## src/rtl/lfsr_counter_bank.sv

```systemverilog
// Bank of saturating up/down counters held as XNOR-LFSR states, for counting Bloom filters.
// Define LFSR_BANK_OCC_CNT_EN to build the nonzero-counter occupancy tracker on occ.
module lfsr_counter_bank #(
  parameter int unsigned WIDTH = 8,
  parameter int unsigned NCNT  = 16,
  localparam int unsigned IDXW = $clog2(NCNT),
  localparam int unsigned OCCW = $clog2(NCNT + 1)
) (
  input  logic            CLK,
  input  logic            rstb,
  input  logic            req_valid,
  output logic            req_ready,
  input  logic [1:0]      req_op,
  input  logic [IDXW-1:0] req_idx,
  output logic            rsp_valid,
  input  logic            rsp_ready,
  output logic            rsp_zero,
  output logic            rsp_sat,
  output logic            rsp_err,
  output logic [IDXW-1:0] rsp_idx,
  output logic [OCCW-1:0] occ
);

  typedef enum logic [1:0] {
    OpProbe = 2'b00,
    OpInc   = 2'b01,
    OpDec   = 2'b10,
    OpClear = 2'b11
  } op_e;

  function automatic logic [7:0] tap_mask(input int unsigned w);
    logic [7:0] m;
    case (w)
      4:       m = 8'b0000_1100;
      5:       m = 8'b0001_0100;
      6:       m = 8'b0011_0000;
      7:       m = 8'b0110_0000;
      default: m = 8'b1011_1000;
    endcase
    return m;
  endfunction

  localparam logic [7:0]       TapAll   = tap_mask(WIDTH);
  localparam logic [WIDTH-1:0] TapMask  = TapAll[WIDTH-1:0];
  // Taps other than the MSB; used to recover the bit shifted out on decrement.
  localparam logic [WIDTH-1:0] TapLo    = TapMask & {1'b0, {(WIDTH-1){1'b1}}};
  // The only state whose successor is zero: MSB set, everything else clear.
  localparam logic [WIDTH-1:0] SatState = {1'b1, {(WIDTH-1){1'b0}}};

  logic [WIDTH-1:0] cnt_q [NCNT];

  logic             rsp_valid_q;
  logic             rsp_zero_q;
  logic             rsp_sat_q;
  logic             rsp_err_q;
  logic [IDXW-1:0]  rsp_idx_q;

  op_e              op;
  logic             in_range;
  logic [WIDTH-1:0] cur;
  logic [WIDTH-1:0] inc_val;
  logic [WIDTH-1:0] dec_val;
  logic [WIDTH-1:0] nxt;
  logic             op_err;
  logic             accept;

  assign op        = op_e'(req_op);
  assign req_ready = !rsp_valid_q || rsp_ready;
  assign accept    = req_valid && req_ready;

  // Index decode doubles as the range check, so no out-of-range array read is ever made.
  always_comb begin
    cur      = '0;
    in_range = 1'b0;
    for (int unsigned i = 0; i < NCNT; i++) begin
      if (req_idx == IDXW'(i)) begin
        cur      = cnt_q[i];
        in_range = 1'b1;
      end
    end
  end

  always_comb begin
    inc_val = {cur[WIDTH-2:0], ~^(cur & TapMask)};
    dec_val = {~(cur[0] ^ (^({1'b0, cur[WIDTH-1:1]} & TapLo))), cur[WIDTH-1:1]};
  end

  always_comb begin
    nxt    = cur;
    op_err = 1'b0;
    unique case (op)
      OpProbe: nxt = cur;
      OpInc: begin
        if (cur == SatState) op_err = 1'b1;
        else                 nxt    = inc_val;
      end
      OpDec: begin
        if (cur == '0) op_err = 1'b1;
        else           nxt    = dec_val;
      end
      OpClear: nxt = '0;
      default: nxt = cur;
    endcase
    if (!in_range) begin
      nxt    = cur;
      op_err = 1'b1;
    end
  end

  always_ff @(posedge CLK) begin
    if (rstb) begin
      for (int unsigned i = 0; i < NCNT; i++) begin
        cnt_q[i] <= '0;
      end
    end else if (accept) begin
      for (int unsigned i = 0; i < NCNT; i++) begin
        if (req_idx == IDXW'(i)) begin
          cnt_q[i] <= nxt;
        end
      end
    end
  end

  // Single-entry response register; a new accept overwrites it even while it is being drained.
  always_ff @(posedge CLK) begin
    if (rstb) begin
      rsp_valid_q <= 1'b0;
      rsp_zero_q  <= 1'b0;
      rsp_sat_q   <= 1'b0;
      rsp_err_q   <= 1'b0;
      rsp_idx_q   <= '0;
    end else if (accept) begin
      rsp_valid_q <= 1'b1;
      rsp_zero_q  <= in_range && (nxt == '0);
      rsp_sat_q   <= in_range && (nxt == SatState);
      rsp_err_q   <= op_err;
      rsp_idx_q   <= req_idx;
    end else if (rsp_ready) begin
      rsp_valid_q <= 1'b0;
      rsp_zero_q  <= 1'b0;
      rsp_sat_q   <= 1'b0;
      rsp_err_q   <= 1'b0;
      rsp_idx_q   <= '0;
    end
  end

  assign rsp_valid = rsp_valid_q;
  assign rsp_zero  = rsp_zero_q;
  assign rsp_sat   = rsp_sat_q;
  assign rsp_err   = rsp_err_q;
  assign rsp_idx   = rsp_idx_q;

`ifdef LFSR_BANK_OCC_CNT_EN
  logic [OCCW-1:0] occ_q;
  logic [OCCW-1:0] occ_d;
  logic            occ_up;
  logic            occ_dn;

  always_comb begin
    occ_up = 1'b0;
    occ_dn = 1'b0;
    if (accept && in_range) begin
      unique case (op)
        OpInc:   occ_up = (cur == '0);
        OpDec:   occ_dn = (cur != '0) && (dec_val == '0);
        OpClear: occ_dn = (cur != '0);
        default: begin
          occ_up = 1'b0;
          occ_dn = 1'b0;
        end
      endcase
    end
    occ_d = occ_q;
    if (occ_up)      occ_d = occ_q + OCCW'(1);
    else if (occ_dn) occ_d = occ_q - OCCW'(1);
  end

  always_ff @(posedge CLK) begin
    if (rstb) occ_q <= '0;
    else      occ_q <= occ_d;
  end

  assign occ = occ_q;
`else
  assign occ = '0;
`endif

endmodule

```

## config.mk

```make
export PLATFORM = sky130hd
export DESIGN_NAME = lfsr_counter_bank
export DESIGN_NICKNAME = d
export VERILOG_FILES = /design/src/rtl/lfsr_counter_bank.sv
export SDC_FILE = /design/constraint.sdc
export NUM_CORES = 1
export LEC_CHECK = 0
export CAP_MARGIN = 20
export CORE_MARGIN = 2
export CORE_UTILIZATION = 60
export DETAILED_ROUTE_END_ITERATION = 6
export PLACE_DENSITY = 0.78
export SLEW_MARGIN = 20
export SYNTH_ARGS = -nofsm -noshare
export SYNTH_HDL_FRONTEND = slang
export SYNTH_SLANG_ARGS = --single-unit
```

## constraint.sdc

```tcl
create_clock -name CLK -period 3.6 [get_ports CLK]
set_input_delay 0.36 -clock CLK [delete_from_list [all_inputs] [get_ports CLK]]
set_output_delay 0.36 -clock CLK [all_outputs]
set_load 0.01 [all_outputs]
```

==> impl.org <==
** Pwr
- VDD IR-drop max :: 0.647 mV
- Combinational cells account for 12.7% of the total power.
- Clock share of power :: 41.7%
- Per report_power, the sequential group accounts for 45.6% of the total.
- The internal portion of the total power is just over 0.003 W.
- For this design the ratio of total power to cell area is 510 nW/um^2.
- Switching power :: 0.000985 W
- Net switching is 24.2% of the power.
- Static leakage power :: 3.01 nW

** Critical path
- Of all nets on the critical path, the largest fanout is 20.
- Worst reg-to-reg path cell count :: 10
- Data arrival time of the worst path :: 3.69 ns
- Slowest-stage cell, CP :: sky130_fd_sc_hd__clkdlybuf4s50_1
- STA classifies the critical path endpoint as a flop.
- The kind of cell with the highest combined delay along the critical path is buffers and inverters.
- The critical path goes through clkdlybuf4s50_1 > buf_12 > buf_4 > mux2_2 > o21ai_0 > o21ai_0 > a211o_1 > and2_0 > xor2_1 > mux2_1 > o31ai_2 > buf_4 > nor2_1.
- The worst register-to-register path ends at cnt_q[0][39]$_SDFFCE_PN0P_.
- The worst register-to-register path begins at cnt_q[0][7]$_SDFFCE_PN0P_.
- Critical path's largest stage delay :: 0.51 ns
- The worst setup path is of the in2reg kind.
- Worst-case register-to-register setup slack :: 0.36 ns
- Together, buffers and inverters on the worst path number 4.
- STA puts the critical path data required time at 3.88 ns.
- STA classifies the critical path startpoint as an input port.

** Final layout
- The net count of the finished layout is 650.
- Most common library cell in the layout ignoring fill and taps :: sky130_fd_sc_hd__edfxtp_1
- Cells fill 73.6% of the core in the end.
- Post-route design area :: around 8000 sq um
- The area growth from synthesis to layout is 20.1%.
- In the layout the commonest cells are 128 x sky130_fd_sc_hd__edfxtp_1, 95 x sky130_fd_sc_hd__nor2_1, 70 x sky130_fd_sc_hd__buf_4, 47 x sky130_fd_sc_hd__nand2_1, 23 x sky130_fd_sc_hd__mux2i_1.
- After filler insertion, the fill cell instance count of the layout stands at 746.
- 0 antenna diodes ended up in the layout.
- Fraction of final layout cells sized beyond drive strength 1 :: 20.2%

** Timing
- Setup violations remaining at the end of the flow were counted as 0.
- After layout, the worst path uses 94.6% of the clock period.
- Relative slew margins :: a little over half
- Number of max-slew violations in the final report :: 0
- At the pin with the least slew margin, the transition time is 0.683 ns.
- Minimum clock period after layout :: 3.41 ns
- Static timing analysis puts the maximum clock frequency at 294 MHz.
- Final hold analysis gives a worst-case slack of 0.373 ns.
- The final count of hold timing violations was 0.
- Final setup slack of the worst path :: 0.194 ns
- Final Skew :: 0.00735 ns
- Unrepaired setup endpoints after global routing :: no

** Hold path
- The startpoint identified for the worst hold timing path is req_idx[0].
- Along the worst hold path, the cell count comes to 4.
- The worst hold path terminates at rsp_idx[0]$_SDFFE_PP0P_.
- Type of the tightest min-delay check :: in2reg

** Drt
- Via Count :: 5109
- After detailed routing, the number of remaining DRC violations is 0.
- Top sig layer :: met4
- In the final routed layout, each cell accounts on average for 23.6 um.
- Total Routed Length :: approximately 19000 um
- In the detailed route, the total length drawn on met2 is 8820 um.
- In this run the remaining antenna-violating nets after routing total 0.
- The first routing iteration left approximately 730 violations.
- WL met1 :: 6810 um
- In the detailed route, the total length drawn on met3 is 2130 um.
- Via-to-Cell Ratio :: 6.47
- Initial DRT Pass Iterations :: 6

** Synth
- Number of warning messages in the yosys log :: 0
- Leading cell types by total area after synthesis :: sky130_fd_sc_hd__edfxtp_1 58%, sky130_fd_sc_hd__nor2_1 5.4%, sky130_fd_sc_hd__mux2i_1 3.5%
- Among all flip-flop cells after synthesis, the most frequent one is sky130_fd_sc_hd__edfxtp_1.
- The synthesized design contains 136 register bits.
- Of the total synthesized cell area, the portion taken by full adders, half adders and majority gates is 0.565%.
- Most area-hungry cell type in the Yosys netlist :: sky130_fd_sc_hd__edfxtp_1
- Summing the areas of all compound-gate instances in the mapped netlist gives a little over a tenth of the synthesized area.
- Cell area after technology mapping :: ~6600 sq um
- Portion of synthesized cell area occupied by the leading cell type :: 57.8%
- After Yosys synthesis, and, or, nand and nor cells account for 16.5% of the synthesized area.
- Post-Syn Instances :: 561
- The synthesized design contains 128 enable-type register cells.
- Fraction of synthesized cell area in xor and xnor cells :: 0.603%
- By area, the combinational part of the netlist is dominated by simple AND/OR/NAND/NOR gates.
- Sequential fraction of the synthesis area :: 60.3%
- Mux cell area share after synthesis :: 6.06%
- Yosys mapped the design onto 71 distinct sky130hd cell types.
- For this run, asynchronously set or reset flops after synthesis account for 0%.
- Avg Cell Area, Syn :: roughly 12 sq um

** Placed design
- Post-Place Setup Slack :: -0.170 ns
- The placed instances occupy a cell area of around 7400 sq um.
- Final HPWL from detailed placement :: roughly 13000 um
- The count of buffers added on input and output ports is 18.
- The congestion estimate from routability-driven global placement came to 0.974.

** Clock network
- Clock-pin slew was measured on the worst setup and hold paths at 0.06 ns.
- Clock latency on the worst-skew pair :: 0.54 ns
- Clock tree sinks :: around 140
- Count of cells resized by post-cts repair :: 0
- Hold buffers post-CTS :: 0
- Buffers inserted during clock tree synthesis total 17.
- Buffers added to address setup during post-CTS repair amount to 0.
- Number of buffers on the longest clock path :: 2
- TritonCTS built the clock tree.
- The tree is rooted in a sky130_fd_sc_hd__clkbuf_8.
- In this run the number of H-tree levels came out at 4.

** Global route
- Entering global routing, the biggest net connects 34 pins.
- First-pass GRT wire length :: 28700 um
- Global routing used 34.1% of the available tracks across all layers.
- Final global-route overflow total :: 0
- Vias in the first global route :: around 5k
- The number of antenna violations at the first check in global routing came to 0.

** Floorplanning
- Core box area :: 10800 sq um
- Die outline width :: 109 um
- Die Y :: roughly 110 um
- Effective utilization at floorplan :: about three fifths
- The die covers around 12000 sq um.
- The initialized floorplan defines 38 standard-cell rows.
- I/O pin count :: 24

** Run status
- Result of the run :: completed

** Flow run
- Across the run, the number of max-cap violations was 0.
## synthesized netlist by cell type (all sizes together) (7+ instances only)
library cell and instances:
nor2 95, a21oi 20, nand3b 13, mux2 7, nor2b 9, nor3 8, and2 8, buf 28
inv 19, o21ai 19, a22oi 7, clkbuf 14, nand3 16, edfxtp 128, nand2 47, mux2i 23
dfxtp 8
## area by class of cell
cell class | instances | area, sq um | area share, %
clock inverter | 14 | 156 | 1.96
tap | 140 | 175 | 2.20
timing repair buffer | 95 | 841 | 10.5
sequential | 136 | 4000 | 50.2
clock buffer | 18 | 418 | 5.24
multi-input combinational | 368 | 2310 | 29.0
inverter | 19 | 71.3 | 0.894
## registers in the layout, summed over array words and instances (netlist names)
name	flops
cnt_q	128
rsp_idx	4
rsp_err	1
rsp_sat	1
rsp_valid	1
rsp_zero	1
## cells by family (layout without fill, tap and decap cells)
group                      count (synthesis)  count (layout)
muxes                                     34              34
AOI/OAI and AO/OA                         96              96
adders and majority gates                  3               3
xor gates and xnor gates                   3               3
buffers and inverters                     61             146
and+or+nand+nor                          227             227
other                                      1               5
DFF                                      136             136
## routing by layer
layer	vias to the layer above	GRT usage (%)
li1	2222	-
met1	2447	43.0
met2	375	52.9
met3	65	10.8
met4	0	18.4
met5	-	0
## worst reg2reg max path, cell delays in order, from the launching register on
cell and delay, ns:
sky130_fd_sc_hd__edfxtp_1 0.39, sky130_fd_sc_hd__mux4_2 0.47, sky130_fd_sc_hd__and2_1 0.17, sky130_fd_sc_hd__a31oi_1 0.28, sky130_fd_sc_hd__o211ai_2 0.13, sky130_fd_sc_hd__or4_1 0.54
sky130_fd_sc_hd__a211oi_1 0.25, sky130_fd_sc_hd__nor4_1 0.11, sky130_fd_sc_hd__o31ai_2 0.34, sky130_fd_sc_hd__buf_4 0.25, sky130_fd_sc_hd__nor2_1 0.06
## through the flow
| step | total power (W) | std cells | setup TNS, ns |
|---|---|---|---|
| 6_report | 0.00407 | 790 | 0 |
| 5_1_grt | 0.00418 | 790 | 0 |
| 4_1_cts | 0.00407 | 790 | 0 |
| 3_5_place_dp | 0.00239 | 758 | -2.42 |
| 3_3_place_gp | 0.00237 | 758 | -0.904 |
| 2_1_floorplan | 0.00217 | 565 | 0 |
## power by group through the flow
stage / Sequential, W / Clock, W / Combinational (W)
detailed placement: 0.00189 / 0 / 0.000502
global route: 0.00186 / 0.00177 / 0.000551
CTS: 0.00185 / 0.00171 / 0.000506
global placement: 0.00188 / 0 / 0.000494
finish: 0.00185 / 0.00170 / 0.000517
floorplan: 0.00187 / 0 / 0.000291
## worst max path at each step
stage	start	to	slack, ns	depth (start not counted)
floorplan	req_idx[0]	cnt_q[1][23]$_DFFE_PP_	0.61	12
global placement	req_idx[2]	cnt_q[0][55]$_SDFFCE_PN0P_	-0.07	13
detailed placement	req_idx[1]	cnt_q[0][39]$_SDFFCE_PN0P_	-0.17	13
CTS	req_idx[1]	cnt_q[0][39]$_SDFFCE_PN0P_	0.27	13
global route	req_idx[1]	cnt_q[0][63]$_SDFFCE_PN0P_	0.11	13
finish	req_idx[1]	cnt_q[0][39]$_SDFFCE_PN0P_	0.19	13
No activity file was read; power rests on OpenSTA's default activity.
